<file path="src/rtl/mem_access_unit.sv">
// mem_access_unit
//   Serialises one CPU load/store at a time onto a simple word-wide data
//   memory. Sub-word stores are done as read-modify-write (ACC reads, WR
//   writes the merged word). Misaligned, reserved-size or out-of-range
//   accesses never touch the memory and complete one cycle after acceptance
//   with err=1.
//
// Ports
//   clk, reset      : clock, asynchronous active-high reset
//   req             : access request, sampled only in IDLE
//   we, size, sext  : store/load, 00 byte / 01 half / 10 word, load sign-extend
//   addr, wdata     : byte address, right-justified store data
//   rdata, ready, err : load result, one-cycle completion pulse, error flag
//   busy            : high in every state except IDLE
//   mem_we, mem_a, mem_wd, mem_rd : data memory port (mem_rd combinational)
module mem_access_unit #(
   parameter int MEM_WORDS = 18
) (
   input  logic        clk,
   input  logic        reset,
   input  logic        req,
   input  logic        we,
   input  logic [1:0]  size,
   input  logic        sext,
   input  logic [31:0] addr,
   input  logic [31:0] wdata,
   output logic [31:0] rdata,
   output logic        ready,
   output logic        err,
   output logic        busy,
   output logic        mem_we,
   output logic [31:0] mem_a,
   output logic [31:0] mem_wd,
   input  logic [31:0] mem_rd
);

   typedef enum logic [1:0] {IDLE, ACC, WR, RESP} state_t;

   localparam logic [31:0] MEM_WORDS_W = 32'(MEM_WORDS);

   state_t      state_reg, state_next;
   logic [31:0] addr_reg, wdata_reg, word_reg, rdata_reg;
   logic [1:0]  size_reg;
   logic        we_reg, sext_reg, err_reg;

   logic        req_err;
   logic        word_store;
   logic [7:0]  ld_byte;
   logic [15:0] ld_half;
   logic [31:0] ld_val;
   logic [31:0] merged;
   logic [3:0]  lane_hit;

   // Error classification uses the live request inputs so the decision is
   // ready at the acceptance edge and the FSM can skip straight to RESP.
   always_comb begin
      req_err = 1'b0;
      case (size)
         2'b11:   req_err = 1'b1;
         2'b01:   req_err = addr[0];
         2'b10:   req_err = |addr[1:0];
         default: req_err = 1'b0;
      endcase
      if ({2'b00, addr[31:2]} >= MEM_WORDS_W)
         req_err = 1'b1;
   end

   assign word_store = we_reg && (size_reg == 2'b10);

   always_comb begin
      state_next = state_reg;
      case (state_reg)
         IDLE: if (req) state_next = req_err ? RESP : ACC;
         ACC:  state_next = (we_reg && !word_store) ? WR : RESP;
         WR:   state_next = RESP;
         RESP: state_next = IDLE;
         default: state_next = IDLE;
      endcase
   end

   // Load lane extraction from the live memory word.
   always_comb begin
      case (addr_reg[1:0])
         2'd0:    ld_byte = mem_rd[7:0];
         2'd1:    ld_byte = mem_rd[15:8];
         2'd2:    ld_byte = mem_rd[23:16];
         default: ld_byte = mem_rd[31:24];
      endcase
      ld_half = addr_reg[1] ? mem_rd[31:16] : mem_rd[15:0];
      case (size_reg)
         2'b00:   ld_val = sext_reg ? {{24{ld_byte[7]}}, ld_byte} : {24'h0, ld_byte};
         2'b01:   ld_val = sext_reg ? {{16{ld_half[15]}}, ld_half} : {16'h0, ld_half};
         default: ld_val = mem_rd;
      endcase
   end

   // Sub-word store merge: replace only the addressed byte lanes of the word
   // captured in ACC. A byte store always sources wdata[7:0]; a halfword
   // store sources the matching byte of wdata[15:0].
   genvar gi;
   generate
      for (gi = 0; gi < 4; gi++) begin : g_lane
         assign lane_hit[gi] = (size_reg == 2'b00) ? (addr_reg[1:0] == 2'(gi))
                                                   : (addr_reg[1] == 1'(gi / 2));
         assign merged[8*gi +: 8] = !lane_hit[gi]       ? word_reg[8*gi +: 8] :
                                    (size_reg == 2'b00) ? wdata_reg[7:0] :
                                                          wdata_reg[8*(gi % 2) +: 8];
      end
   endgenerate

   always_ff @(posedge clk or posedge reset) begin
      if (reset) begin
         state_reg <= IDLE;
         addr_reg  <= '0;
         wdata_reg <= '0;
         word_reg  <= '0;
         rdata_reg <= '0;
         size_reg  <= '0;
         we_reg    <= 1'b0;
         sext_reg  <= 1'b0;
         err_reg   <= 1'b0;
      end else begin
         state_reg <= state_next;
         if (state_reg == IDLE && req) begin
            addr_reg  <= addr;
            wdata_reg <= wdata;
            size_reg  <= size;
            we_reg    <= we;
            sext_reg  <= sext;
            err_reg   <= req_err;
            rdata_reg <= '0;
         end
         if (state_reg == ACC) begin
            word_reg <= mem_rd;
            if (!we_reg)
               rdata_reg <= ld_val;
         end
      end
   end

   // All memory-side outputs are decoded from registered state, so an
   // asynchronous reset removes a pending write immediately.
   assign busy   = (state_reg != IDLE);
   assign ready  = (state_reg == RESP);
   assign err    = (state_reg == RESP) && err_reg;
   assign rdata  = rdata_reg;
   assign mem_we = ((state_reg == ACC) && word_store) || (state_reg == WR);
   assign mem_a  = ((state_reg == ACC) || (state_reg == WR)) ? {addr_reg[31:2], 2'b00} : 32'h0;
   assign mem_wd = ((state_reg == ACC) && word_store) ? wdata_reg :
                   (state_reg == WR)                  ? merged    : 32'h0;

endmodule
</file>
<file path="config.mk">
export PLATFORM = sky130hd
export DESIGN_NAME = mem_access_unit
export DESIGN_NICKNAME = d
export VERILOG_FILES = /design/src/rtl/mem_access_unit.sv
export SDC_FILE = /design/constraint.sdc
export NUM_CORES = 1
export LEC_CHECK = 0
export BUFFER_PORTS_ARGS = -buffer_cell sky130_fd_sc_hd__buf_2
export CORE_ASPECT_RATIO = 1.5
export CORE_MARGIN = 10
export CORE_UTILIZATION = 44
export CTS_CLUSTER_DIAMETER = 80
export DETAILED_ROUTE_END_ITERATION = 7
export PLACE_DENSITY = 0.7
export SKIP_CTS_REPAIR_TIMING = 1
export SLEW_MARGIN = 25
export SYNTH_ARGS = -nofsm -noshare
export SYNTH_HDL_FRONTEND = slang
export SYNTH_SLANG_ARGS = --single-unit
</file>
<file path="constraint.sdc">
create_clock -name clk -period 4.3 [get_ports clk]
set_input_delay 0.86 -clock clk [delete_from_list [all_inputs] [get_ports clk]]
set_output_delay 0.86 -clock clk [all_outputs]
set_load 0.1 [all_outputs]
</file>
## After elaboration in Yosys (flattened, before gate mapping)

Index checks and enable logic that the tools add are counted.

| cells by class | value |
|---|---|
| $lt $le $gt $ge | 1 |
| reductions and logical operators | 13 |
| bitwise operators | 1 |
| muxes and demuxes | 26 |
| eq/ne operators | 12 |

Operators by type and width:

| operator | count |
|---|---|
| 32-bit two-way mux | 8 |
| 32-bit one-hot mux with 2 select lines | 1 |
| 8-bit two-way mux | 5 |
| 30-bit by 5-bit >= comparator with 1-bit output (second input constant) | 1 |
| 8-bit one-hot mux with 3 select lines | 1 |
| 16-bit two-way mux | 1 |
| 2-bit == test (second input constant) | 7 |
| 2-bit by 1-bit == test with 1-bit output (second input constant) | 4 |
| 2-bit one-hot mux with 4 select lines | 1 |
| 2-bit logical NOT | 3 |
| 1-bit two-way mux | 6 |
| 1-bit logical AND | 5 |
| 2-bit two-way mux | 2 |
| 1-bit one-hot mux with 3 select lines | 1 |
| 1-bit logical OR | 2 |
| 2-bit != test (second input constant) | 1 |
| 2-bit nonzero test | 1 |
| 2-bit OR reduction | 1 |
| 1-bit logical NOT | 1 |
| 1-bit inverter | 1 |

| word-level totals | value |
|---|---|
| output and inout bits | 100 |
| bits in registers | 135 |
| input bits | 103 |

## Depth between registers and ports, before layout

Gate-level depths: netlist of the first run.

| depth | value |
|---|---|
| depth in word-level cells | 6 |
| gate-level depth with buffers | 9 |
| gate-level depth less buffers | 6 |

## Worst setup path after synthesis of the first run

OpenSTA, ideal clock, no wires.

| timing | value |
|---|---|
| path kind | register to output |
| from | register state_reg[1] |
| to | output port mem_wd[15] |
| path buffers | 3 |
| data arrival time | 3517 ps |
| required time | 3440 ps |
| cell stages (with the launch flop) | 9 |
| path slack | -77 ps |
| path through | dfrtp_1 inv_1 ha_1 buf_2 and4b_1 buf_2 nand2b_1 clkbuf_1 o21ai_0 |

| on the way | value |
|---|---|
| word-level cells in the longest chain between the ends | 3 |
| elaborated cells on any way between the ends | 5 |
| classes of those cells | eq/ne (2); mux (2); reduce/logical (1) |

RTL lines:

| element | line | text |
|---|---|---|
| from (decl) | 41 | `state_t state_reg, state_next;` |
| from (signal assigned) | 123 | `state_reg <= state_next;` |
| 2-bit == test or 2-bit by 1-bit == test with 1-bit output (tied branches) | 150, 149 |  |
| 32-bit two-way mux or 1-bit logical AND (tied branches) | 150, 149 |  |
| 32-bit two-way mux (*) | 149 | `assign mem_wd = ((state_reg == ACC) && word_store) ? wdata_reg :` |
| to (decl) | 33 | `output logic [31:0] mem_wd,` |

Every way passes the cells marked *; elsewhere a longest branch is shown, timed or not.

## Final worst setup path of the first run

| timing | value |
|---|---|
| from | register size_reg[0] |
| to | output port mem_wd[23] |

| on the way | value |
|---|---|
| word-level cells in the longest chain between the ends | 5 |
| elaborated cells on any way between the ends | 8 |
| classes of those cells | eq/ne (1); mux (4); reduce/logical (3) |

RTL lines:

| element | line | text |
|---|---|---|
| from (decl) | 43 | `logic [1:0] size_reg;` |
| from (signal assigned) | 127 | `size_reg <= size;` |
| 2-bit logical NOT | 103 | `assign lane_hit[gi] = (size_reg == 2'b00) ? (addr_reg[1:0] == 2'(gi))` |
| 1-bit two-way mux | 103 |  |
| 8-bit two-way mux | 105 | `assign merged[8*gi +: 8] = !lane_hit[gi] ? word_reg[8*gi +: 8] :` |
| 32-bit two-way mux | 150 | `(state_reg == WR) ? merged : 32'h0;` |
| 32-bit two-way mux (*) | 149 |  |

Marked as above.

==> results of run 1 <==
## per-stage QoR
stage	setup slack, ns	instance area (um^2)	std cells	hold WS, ns	setup TNS, ns
floorplan	-0.0769	6750	570	0.442	-0.769
global placement	0.989	8010	933	0.462	0
detailed placement	0.890	8010	933	0.466	0
CTS	0.447	8590	965	0.479	0
global route	0.252	8590	968	0.503	0
finish	0.440	8600	969	0.474	0
## cell usage after synthesis, types with 6 or more instances
master | instances | area share [%]
o31ai_1 | 8 | 0.89
o32ai_1 | 6 | 0.78
nor2_1 | 18 | 1.0
a22o_1 | 15 | 1.9
buf_1 | 10 | 0.56
nand2b_1 | 11 | 1.0
a221o_2 | 16 | 2.7
clkbuf_1 | 17 | 0.95
buf_2 | 12 | 0.89
nor4_1 | 6 | 0.56
nor2b_1 | 11 | 1.0
mux2i_1 | 26 | 3.9
a21o_1 | 7 | 0.78
nor3b_1 | 7 | 0.78
a32o_1 | 6 | 0.89
dfrtp_1 | 135 | 50
a22oi_1 | 6 | 0.67
inv_1 | 6 | 0.33
nand2_1 | 25 | 1.4
and2_1 | 32 | 3.0
o21ai_0 | 29 | 2.2
mux2_2 | 103 | 17
a21oi_1 | 22 | 1.6
## routing by layer
metal  vias to the layer above  track usage, %  part of all wire [%]
li1                       2443               -                     -
met1                      2673            22.5                    38
met2                       198            34.4                    52
met3                        46            5.91                   7.5
met4                         0            8.16                   2.6
met5                         -               0                     0
## critical path, stage by stage, from the launching register on
cell and delay, ns:
dfrtp_1 0.62, nor3b_2 0.67, nand2b_1 0.50, mux2i_1 0.17
o21ai_0 0.17, buf_2 0.45
## how the worst max path moves through the flow
stage | startpoint | to | depth (start not counted)
5_1_grt | size_reg[0]$_DFFE_PP0P_ | mem_wd[22] | 5
3_5_place_dp | size_reg[0]$_DFFE_PP0P_ | mem_wd[23] | 5
4_1_cts | size_reg[0]$_DFFE_PP0P_ | mem_wd[23] | 5
2_1_floorplan | state_reg[1]$_DFFE_PP0P_ | mem_wd[15] | 8
6_report | size_reg[0]$_DFFE_PP0P_ | mem_wd[23] | 5
3_3_place_gp | size_reg[0]$_DFFE_PP0P_ | mem_wd[21] | 5
## cells by family after synthesis
group	after synthesis	share of synthesized area (%)
AOI/OAI and AO/OA	125	13.6
adders and majority gates	5	0.928
buffers and inverters	51	3.51
DFF	135	50.1
muxes	131	21.7
other	1	0.0556
and+or+nand+nor	121	10.1
## final cells by class
type / instances / area (um^2)
inverter: 6 / 26.3
multi-input combinational: 384 / 3140
clock buffer: 22 / 484
antenna: 4 / 10.0
sequential: 135 / 3380
clock inverter: 10 / 93.8
fill: 1314 / 6470
tap: 199 / 249
timing repair buffer: 209 / 1220
## cells in the final DEF (no fill, tap or decap), drive strengths merged, types with 2 or more instances in the layout
master and instances:
mux2i 27, buf 209, nor3b 8, a31oi 3
inv 7, o31ai 8, nand2 25, dfrtp 135
mux2 103, a21o 7, o32ai 6, and2 32
nand2b 11, clkbuf 22, clkinvlp 4, a22oi 6
a221o 16, diode 4, conb 2, clkinv 4
nor2b 11, nor4 6, a21oi 22, nor3 3
nor2 19, a22o 15, o21ai 29, ha 5
a32o 6
==> out/qor.log, run 1 <==
[global_route] antenna violations before repair 3
[logic_synthesis] register bit total from synthesis 135
[placed_design] placer congestion estimate 0.901
[cts] CTS root buffer clkbuf_16
[logic_synthesis] Post-Syn Area 6740 um^2
[sta] Final Hold Fails 0
[sta] final count of pins violating max slew 0
[worst_hold_path] worst hold-check path type reg2reg
[sta] maximum clock rate 0.259 GHz
[finish] final layout net count 861
[floorplanning] number of placement rows 55
[detailed_routing] number of vias per cell 5.53
[cts] number of buffers added by the clock tree synthesis step 17
[cts] clock latency at the later pin of the worst-skew pair 0.42 ns
[logic_synthesis] synth unique cells 48
[global_route] total congestion overflow after global routing 0
[floorplanning] num ports 203
[detailed_routing] initial detailed-routing violation count 316
[global_route] gr usage total 20.0%
[sta] worst slew margin relative to its limit 33.1%
[floorplanning] starting density of the core 44.7%
[cts] CTS H-tree lvls 4
[logic_synthesis] number of instances in the synthesized netlist 569
[sta] final-report setup violation count 0
[setup_path] reg-to-reg critical path endpoint rdata[16]$_DFF_PP0_
[floorplanning] Die Y-Extent 172 um
[setup_path] Reg2Reg Setup Slack 1.85 ns
[setup_path] data arrival time at the worst-slack endpoint 3.00 ns
[sta] minimum clock period after layout 3.86 ns
[placed_design] number of buffers added on ports 200
[global_route] pin count of the biggest net entering global routing 136
[detailed_routing] wire length per cell after detailed routing 21.7 um
[detailed_routing] routed wire length 21000 um
[setup_path] Crit. End Element output pin
[logic_synthesis] EDFF count, synth 0
[detailed_routing] number of nets still failing antenna checks after routing 0
[worst_hold_path] origin of the worst min-delay path rdata[7]$_DFF_PP0_
[placed_design] hpwl dp 15800 um
[run] number of max-capacitance violations reported 0
[logic_synthesis] sequential element share of the synthesized area 50.1%
[outcome] run status finished, final reports clean
[cts] CTS tree yes
[floorplanning] Core ar. 15100 um^2
[sta] unrepaired setup endpoints after global routing false
[floorplanning] DIE WIDTH 121 um
[worst_hold_path] hold depth 1
[global_route] global-route wire length before repair 32600 um
[logic_synthesis] Synth Flop Type dfrtp_1
[setup_path] crit path kind reg2out
[logic_synthesis] synthesis warning total 0
[finish] share of the core filled with cells in the final layout 57.0%
[detailed_routing] post-route DRC violation count 0
[logic_synthesis] average size of a mapped cell 11.9 um^2
[worst_hold_path] Hold Crit Endpoint rdata[7]$_DFF_PP0_
[cts] maximum number of buffers from clock root to sink 2
[finish] growth of design area from synthesis to finish 27.5%
[floorplanning] Die Outline Area 20800 um^2
[sta] transition time of the tightest slew-check pin 1.00 ns
[detailed_routing] via total after detailed routing 5360
[cts] Clock Sinks 135
[setup_path] depth of the worst register-to-register path 5
[setup_path] required time reported for the critical path endpoint 3.44 ns
[setup_path] reg2reg start addr_reg[1]$_DFFE_PP0P_
[global_route] number of global-route vias before repair 5784
[finish] proportion of layout cells with a drive suffix above 1 47.9%
[sta] final worst path period share 89.8%
[cts] clock slew at reported path FFs 0.06 ns
[sta] Worst Skew 0.00844 ns
[setup_path] Max Fanout on Critical Path 19
[logic_synthesis] share of flip-flops with an asynchronous set or reset after synthesis 100%
[detailed_routing] number of detailed-routing iterations run before antenna repair 5
[setup_path] category of the worst setup path launch point flop
Power of run 1 is not shown: default switching activity piles up to over one toggle a cycle in this logic, so the estimate is an artifact.
==> run 2: changes to the inputs <==
==> constraint.sdc (replaced) <==
create_clock -name clk -period 4.3 [get_ports clk]
set_input_delay 0.215 -clock clk [delete_from_list [all_inputs] [get_ports clk]]
set_output_delay 0.215 -clock clk [all_outputs]
set_load 0.1 [all_outputs]
==> out/qor.log, run 2 (synthesized netlist as in run 1, its figures left out) <==
[outcome] run status finished, violations left
[outcome] violations in the final reports negative hold slack
[finish] commonest cells after routing, fill and taps aside buf_2 (200), dfrtp_1 (135), mux2_2 (103)
[global_route] number of global-route vias before repair 5902 [+2.0%]
[cts] clock slew at reported path FFs 0.06 ns [about the same]
[placed_design] hpwl dp 16000 um [+0.91%]
[setup_path] Crit. End Element output pin
[detailed_routing] initial detailed-routing violation count 367 [+16%]
[detailed_routing] wire length per cell after detailed routing 21.8 um [+0.62%]
[finish] most common library cell in the layout ignoring fill and taps buf_2
[sta] final worst path period share 77.4% [-12 points]
[setup_path] reg2reg start addr_reg[1]$_DFFE_PP0P_
[sta] worst hold slack after final layout -0.0135 ns [-0.487 ns]
[placed_design] number of buffers added on ports 200 [unchanged]
[cts] Clock Sinks 135 [unchanged]
[cts] maximum number of buffers from clock root to sink 2 [unchanged]
[sta] sum of negative setup slack 0 ns [unchanged]
[sta] transition time of the tightest slew-check pin 1.00 ns [+0.000871 ns]
[detailed_routing] routed wire length 21100 um [+0.30%]
[setup_path] data arrival time at the worst-slack endpoint 3.11 ns [+0.11 ns]
[setup_path] Max Fanout on Critical Path 19 [unchanged]
[global_route] global-route wire length before repair 32700 um [+0.45%]
[worst_hold_path] worst hold-check path type in2async
[detailed_routing] post-route DRC violation count 0 [unchanged]
[global_route] gr usage total 20.0% [+0.047 points]
[setup_path] required time reported for the critical path endpoint 4.09 ns [+0.65 ns]
[finish] final layout net count 861 [unchanged]
[sta] Final Hold Fails 4 [+4]
[sta] Worst Skew 0.00960 ns [+0.00116 ns]
[sta] final-report setup violation count 0 [unchanged]
[cts] number of buffers added by the clock tree synthesis step 17 [unchanged]
[setup_path] Setup crit start size_reg[0]$_DFFE_PP0P_
[floorplanning] Core ar. 15100 um^2 [unchanged]
[sta] worst slew margin relative to its limit 33.1% [-0.058 points]
[sta] maximum clock rate 0.301 GHz [+16%]
[finish] proportion of layout cells with a drive suffix above 1 47.8% [-0.13 points]
[placed_design] placer congestion estimate 0.854 [-5.2%]
[detailed_routing] number of detailed-routing iterations run before antenna repair 4 [-1]
[finish] growth of design area from synthesis to finish 25.3%
[floorplanning] Die Outline Area 20800 um^2 [unchanged]
[floorplanning] num ports 203 [unchanged]
[placed_design] standard cell area after detailed placement 7860 um^2 [-1.8%]
[floorplanning] starting density of the core 44.7% [unchanged]
[global_route] pin count of the biggest net entering global routing 103 [-24%]
[sta] minimum clock period after layout 3.33 ns [-0.534 ns]
[cts] CTS H-tree lvls 4 [unchanged]
[floorplanning] DIE WIDTH 121 um [unchanged]
[finish] total of fill cells in the finished design 1302 [-0.91%]
[global_route] antenna violations before repair 1 [-2]
[floorplanning] number of placement rows 55 [unchanged]
[setup_path] crit path kind reg2out
[sta] unrepaired setup endpoints after global routing false
[floorplanning] Die Y-Extent 172 um [unchanged]
[detailed_routing] number of nets still failing antenna checks after routing 0 [unchanged]
[finish] Non-Filler Cell Area, Final 8450 um^2 [-1.7%]
[cts] clock latency at the later pin of the worst-skew pair 0.41 ns [about the same]
[cts] CTS tree yes
[detailed_routing] number of vias per cell 5.58 [+0.83%]
[run] number of max-capacitance violations reported 0 [unchanged]
[setup_path] category of the worst setup path launch point flop
[cts] CTS root buffer clkbuf_16
[detailed_routing] via total after detailed routing 5388 [+0.52%]
[sta] final count of pins violating max slew 0 [unchanged]
[global_route] total congestion overflow after global routing 0 [unchanged]
[run 2: cell count changes in the layout (fill, tap and decap cells not counted), sizes merged]
cell      delta
inv          +1
clkinv       +2
clkinvlp     -3
diode        -3
clkbuf       -1
bufinv       +1
[run 2: layout make-up]
cell class | instances | area [um^2] | share of cell area, %
antenna | 1 | 2.50 | 0.0296
clock buffer | 21 | 460 | 5.45
clock inverter | 11 | 123 | 1.45
inverter | 6 | 27.5 | 0.326
multi-input combinational | 384 | 3140 | 37.2
sequential | 135 | 3380 | 40.0
tap | 199 | 249 | 2.95
timing repair buffer | 209 | 1070 | 12.6
[run 2: critical path, stage by stage (launching register included)]
cell	delay (ns)
dfrtp_1	0.61
nor3b_2	0.76
nand2b_1	0.48
mux2i_1	0.18
o21ai_0	0.20
buf_2	0.46
[run 2: stage by stage]
stage / setup WS [ns] / instances / utilization (%)
floorplan: 0.474 / 570 / -
CTS: 0.984 / 965 / 56.0
finish: 0.974 / 966 / 56.1
detailed placement: 1.44 / 933 / 52.2
global placement: 1.50 / 933 / 52.2
global route: 0.763 / 966 / 56.1
[run 2: final timing paths]
kind / cells after the start / endpoint / slack, ns
worst max-delay path: 5 / mem_wd[23] / 0.97
max in group asynchronous: 3 / wdata_reg[21]$_DFFE_PP0P_ / 3.28
worst min register to register: 1 / rdata[7]$_DFF_PP0_ / 0.48
min in group clk: 2 / wdata_reg[26]$_DFFE_PP0P_ / 0.03
worst min-delay path: 2 / rdata[13]$_DFF_PP0_ / -0.01
worst max register to register: 5 / rdata[18]$_DFF_PP0_ / 1.67
[run 2: per-layer routing]
metal | vias to the layer above | part of all wire, % | global-route usage [%]
met3 | 40 | 6.4 | 5.91
met4 | 0 | 3.2 | 9.26
met5 | - | 0 | 0
met2 | 195 | 52 | 33.4
met1 | 2699 | 39 | 23.1
li1 | 2454 | - | -
Power of run 2 is left out for the same reason.
==> run 3: changes to the inputs <==
- PLACE_DENSITY: 0.7 -> 0.67
- clock period: 4.3 -> 3.4 ns (I/O delays scaled with it)
==> out/qor.log, run 3 (synthesized netlist as in run 1, its figures left out) <==
[detailed_routing] number of nets still failing antenna checks after routing 0 [unchanged]
[global_route] number of global-route vias before repair 5768 [-2.3%]
[sta] Final Hold Fails 1 [-3]
[cts] maximum number of buffers from clock root to sink 2 [unchanged]
[sta] minimum setup slack in the final design 0.462 ns [-0.512 ns]
[floorplanning] Core ar. 15100 um^2 [unchanged]
[detailed_routing] routed wire length 21100 um [about the same]
[cts] CTS H-tree lvls 4 [unchanged]
[sta] minimum clock period after layout 2.94 ns
[floorplanning] starting density of the core 44.7% [unchanged]
[setup_path] required time reported for the critical path endpoint 3.23 ns [-0.86 ns]
[setup_path] critical path's slowest cell dfrtp_1
[sta] transition time of the tightest slew-check pin 0.978 ns [-0.0263 ns]
[cts] CTS tree yes
[global_route] pin count of the biggest net entering global routing 136 [+32%]
[floorplanning] number of placement rows 55 [unchanged]
[global_route] antenna violations before repair 0 [-1]
[placed_design] number of buffers added on ports 200 [unchanged]
[cts] Clock Sinks 135 [unchanged]
[cts] CTS root buffer clkbuf_16
[floorplanning] num ports 203 [unchanged]
[setup_path] CP max stage delay 0.80 ns [+0.04 ns]
[setup_path] Max Fanout on Critical Path 19 [unchanged]
[detailed_routing] number of detailed-routing iterations run before antenna repair 5 [+1]
[floorplanning] Die Outline Area 20800 um^2 [unchanged]
[detailed_routing] via total after detailed routing 5390 [+0.037%]
[floorplanning] DIE WIDTH 121 um [unchanged]
[setup_path] reg2reg start addr_reg[1]$_DFFE_PP0P_
[setup_path] crit path kind reg2out
[cts] clock slew at reported path FFs 0.06 ns [about the same]
[sta] final count of pins violating max slew 0 [unchanged]
[finish] growth of design area from synthesis to finish 31.8%
[outcome] violations in the final reports negative hold slack
[cts] clock latency at the later pin of the worst-skew pair 0.41 ns [about the same]
[sta] unrepaired setup endpoints after global routing false
[finish] most common library cell in the layout ignoring fill and taps buf_2
[global_route] total congestion overflow after global routing 0 [unchanged]
[detailed_routing] post-route DRC violation count 0 [unchanged]
[setup_path] data arrival time at the worst-slack endpoint 2.77 ns [-0.34 ns]
[sta] maximum clock rate 0.340 GHz
[finish] post-route insts no fill 994 [+2.9%]
[worst_hold_path] origin of the worst min-delay path wdata[11]
[sta] worst hold slack after final layout -0.00695 ns [+0.00651 ns]
[detailed_routing] initial detailed-routing violation count 277 [-25%]
[setup_path] Setup crit start size_reg[0]$_DFFE_PP0P_
[sta] Worst Skew 0.00853 ns [-0.00107 ns]
[placed_design] hpwl dp 15900 um [-0.47%]
[setup_path] worst-path cell chain nor3b_2 -> o21bai_1 -> mux2i_1 -> nor2_1 -> buf_12
[cts] number of buffers added by the clock tree synthesis step 17 [unchanged]
[placed_design] Setup Slack @ Placement 0.890 ns [-0.550 ns]
[sta] final-report setup violation count 0 [unchanged]
[setup_path] category of the worst setup path launch point flop
[setup_path] Crit. End Element output pin
[placed_design] placer congestion estimate 0.856 [+0.20%]
[global_route] global-route wire length before repair 32800 um [+0.21%]
[finish] commonest cells after routing, fill and taps aside buf_2 (191), dfrtp_1 (135), mux2_2 (103)
[detailed_routing] wire length per cell after detailed routing 21.2 um [-2.7%]
[worst_hold_path] worst hold-check path type in2reg
[finish] diodes inserted 0 [-1]
[finish] proportion of layout cells with a drive suffix above 1 46.7% [-1.1 points]
[placed_design] placed cells 936 [+0.32%]
[sta] final worst path period share 86.4%
[floorplanning] Die Y-Extent 172 um [unchanged]
[sta] worst slew margin relative to its limit 34.8% [+1.8 points]
[global_route] gr usage total 20.1% [+0.079 points]
[finish] final layout net count 890 [+3.4%]
[detailed_routing] number of vias per cell 5.42 [-2.8%]
[run] number of max-capacitance violations reported 0 [unchanged]
[outcome] run status finished, violations left
-- run 3: cell count changes in the layout (fill, tap and decap cells not counted) --
cell and change:
dlygate4sd3_1 +26, buf_12 +10, buf_2 -9, clkinvlp_4 +3
buf_4 +2, clkbuf_1 -2, clkinv_2 -2, clkinv_4 +1
diode_2 -1
-- run 3: worst max-delay path: cells and delay by family, from the launching register on --
family	cells	cell delay (ns)
muxes	1	0.19
AOI/OAI and AO/OA	1	0.76
buffers and inverters	1	0.21
DFF	1	0.80
and+or+nand+nor	2	0.38
-- run 3: per-stage QoR --
step | utilization [%] | instance area [um^2] | hold slack (ns) | setup TNS [ns]
finish | 59.0 | 8890 | -0.00695 | 0
CTS | 57.3 | 8630 | -0.0255 | 0
floorplan | - | 6750 | 0.319 | -2.87
global route | 59.0 | 8890 | 0.000582 | 0
global placement | 53.3 | 8030 | 0.402 | 0
detailed placement | 53.3 | 8030 | 0.405 | 0
-- run 3: worst paths after layout --
path	end	slack, ns	cells past startpoint
max in group asynchronous	word_reg[29]$_DFFE_PP0P_	2.33	4
min reg2reg	err_reg$_DFFE_PP0P_	0.49	2
max reg2reg	rdata[6]$_DFF_PP0_	0.94	5
max	mem_wd[3]	0.46	5
min in group asynchronous	rdata[11]$_DFF_PP0_	0.47	4
min	wdata_reg[11]$_DFFE_PP0P_	-0.007	2
-- run 3: layout make-up --
class	instances	area [um^2]
clock inverters	13	145
inverters	6	26.3
repair buffers	238	1500
flip-flops and latches	135	3380
multi-input cells	384	3140
fillers	1275	6180
clock buffers	19	453
well taps	199	249
-- run 3: routing by layer --
metal  vias to the layer above  global-route usage, %  routed length, um
li1                       2502                      -                  -
met1                      2676                   23.0               8240
met2                       186                   34.9              11000
met3                        26                   6.40               1460
met4                         0                   5.84                341
met5                         -                      0                  0
Power of run 3 is left out for the same reason.
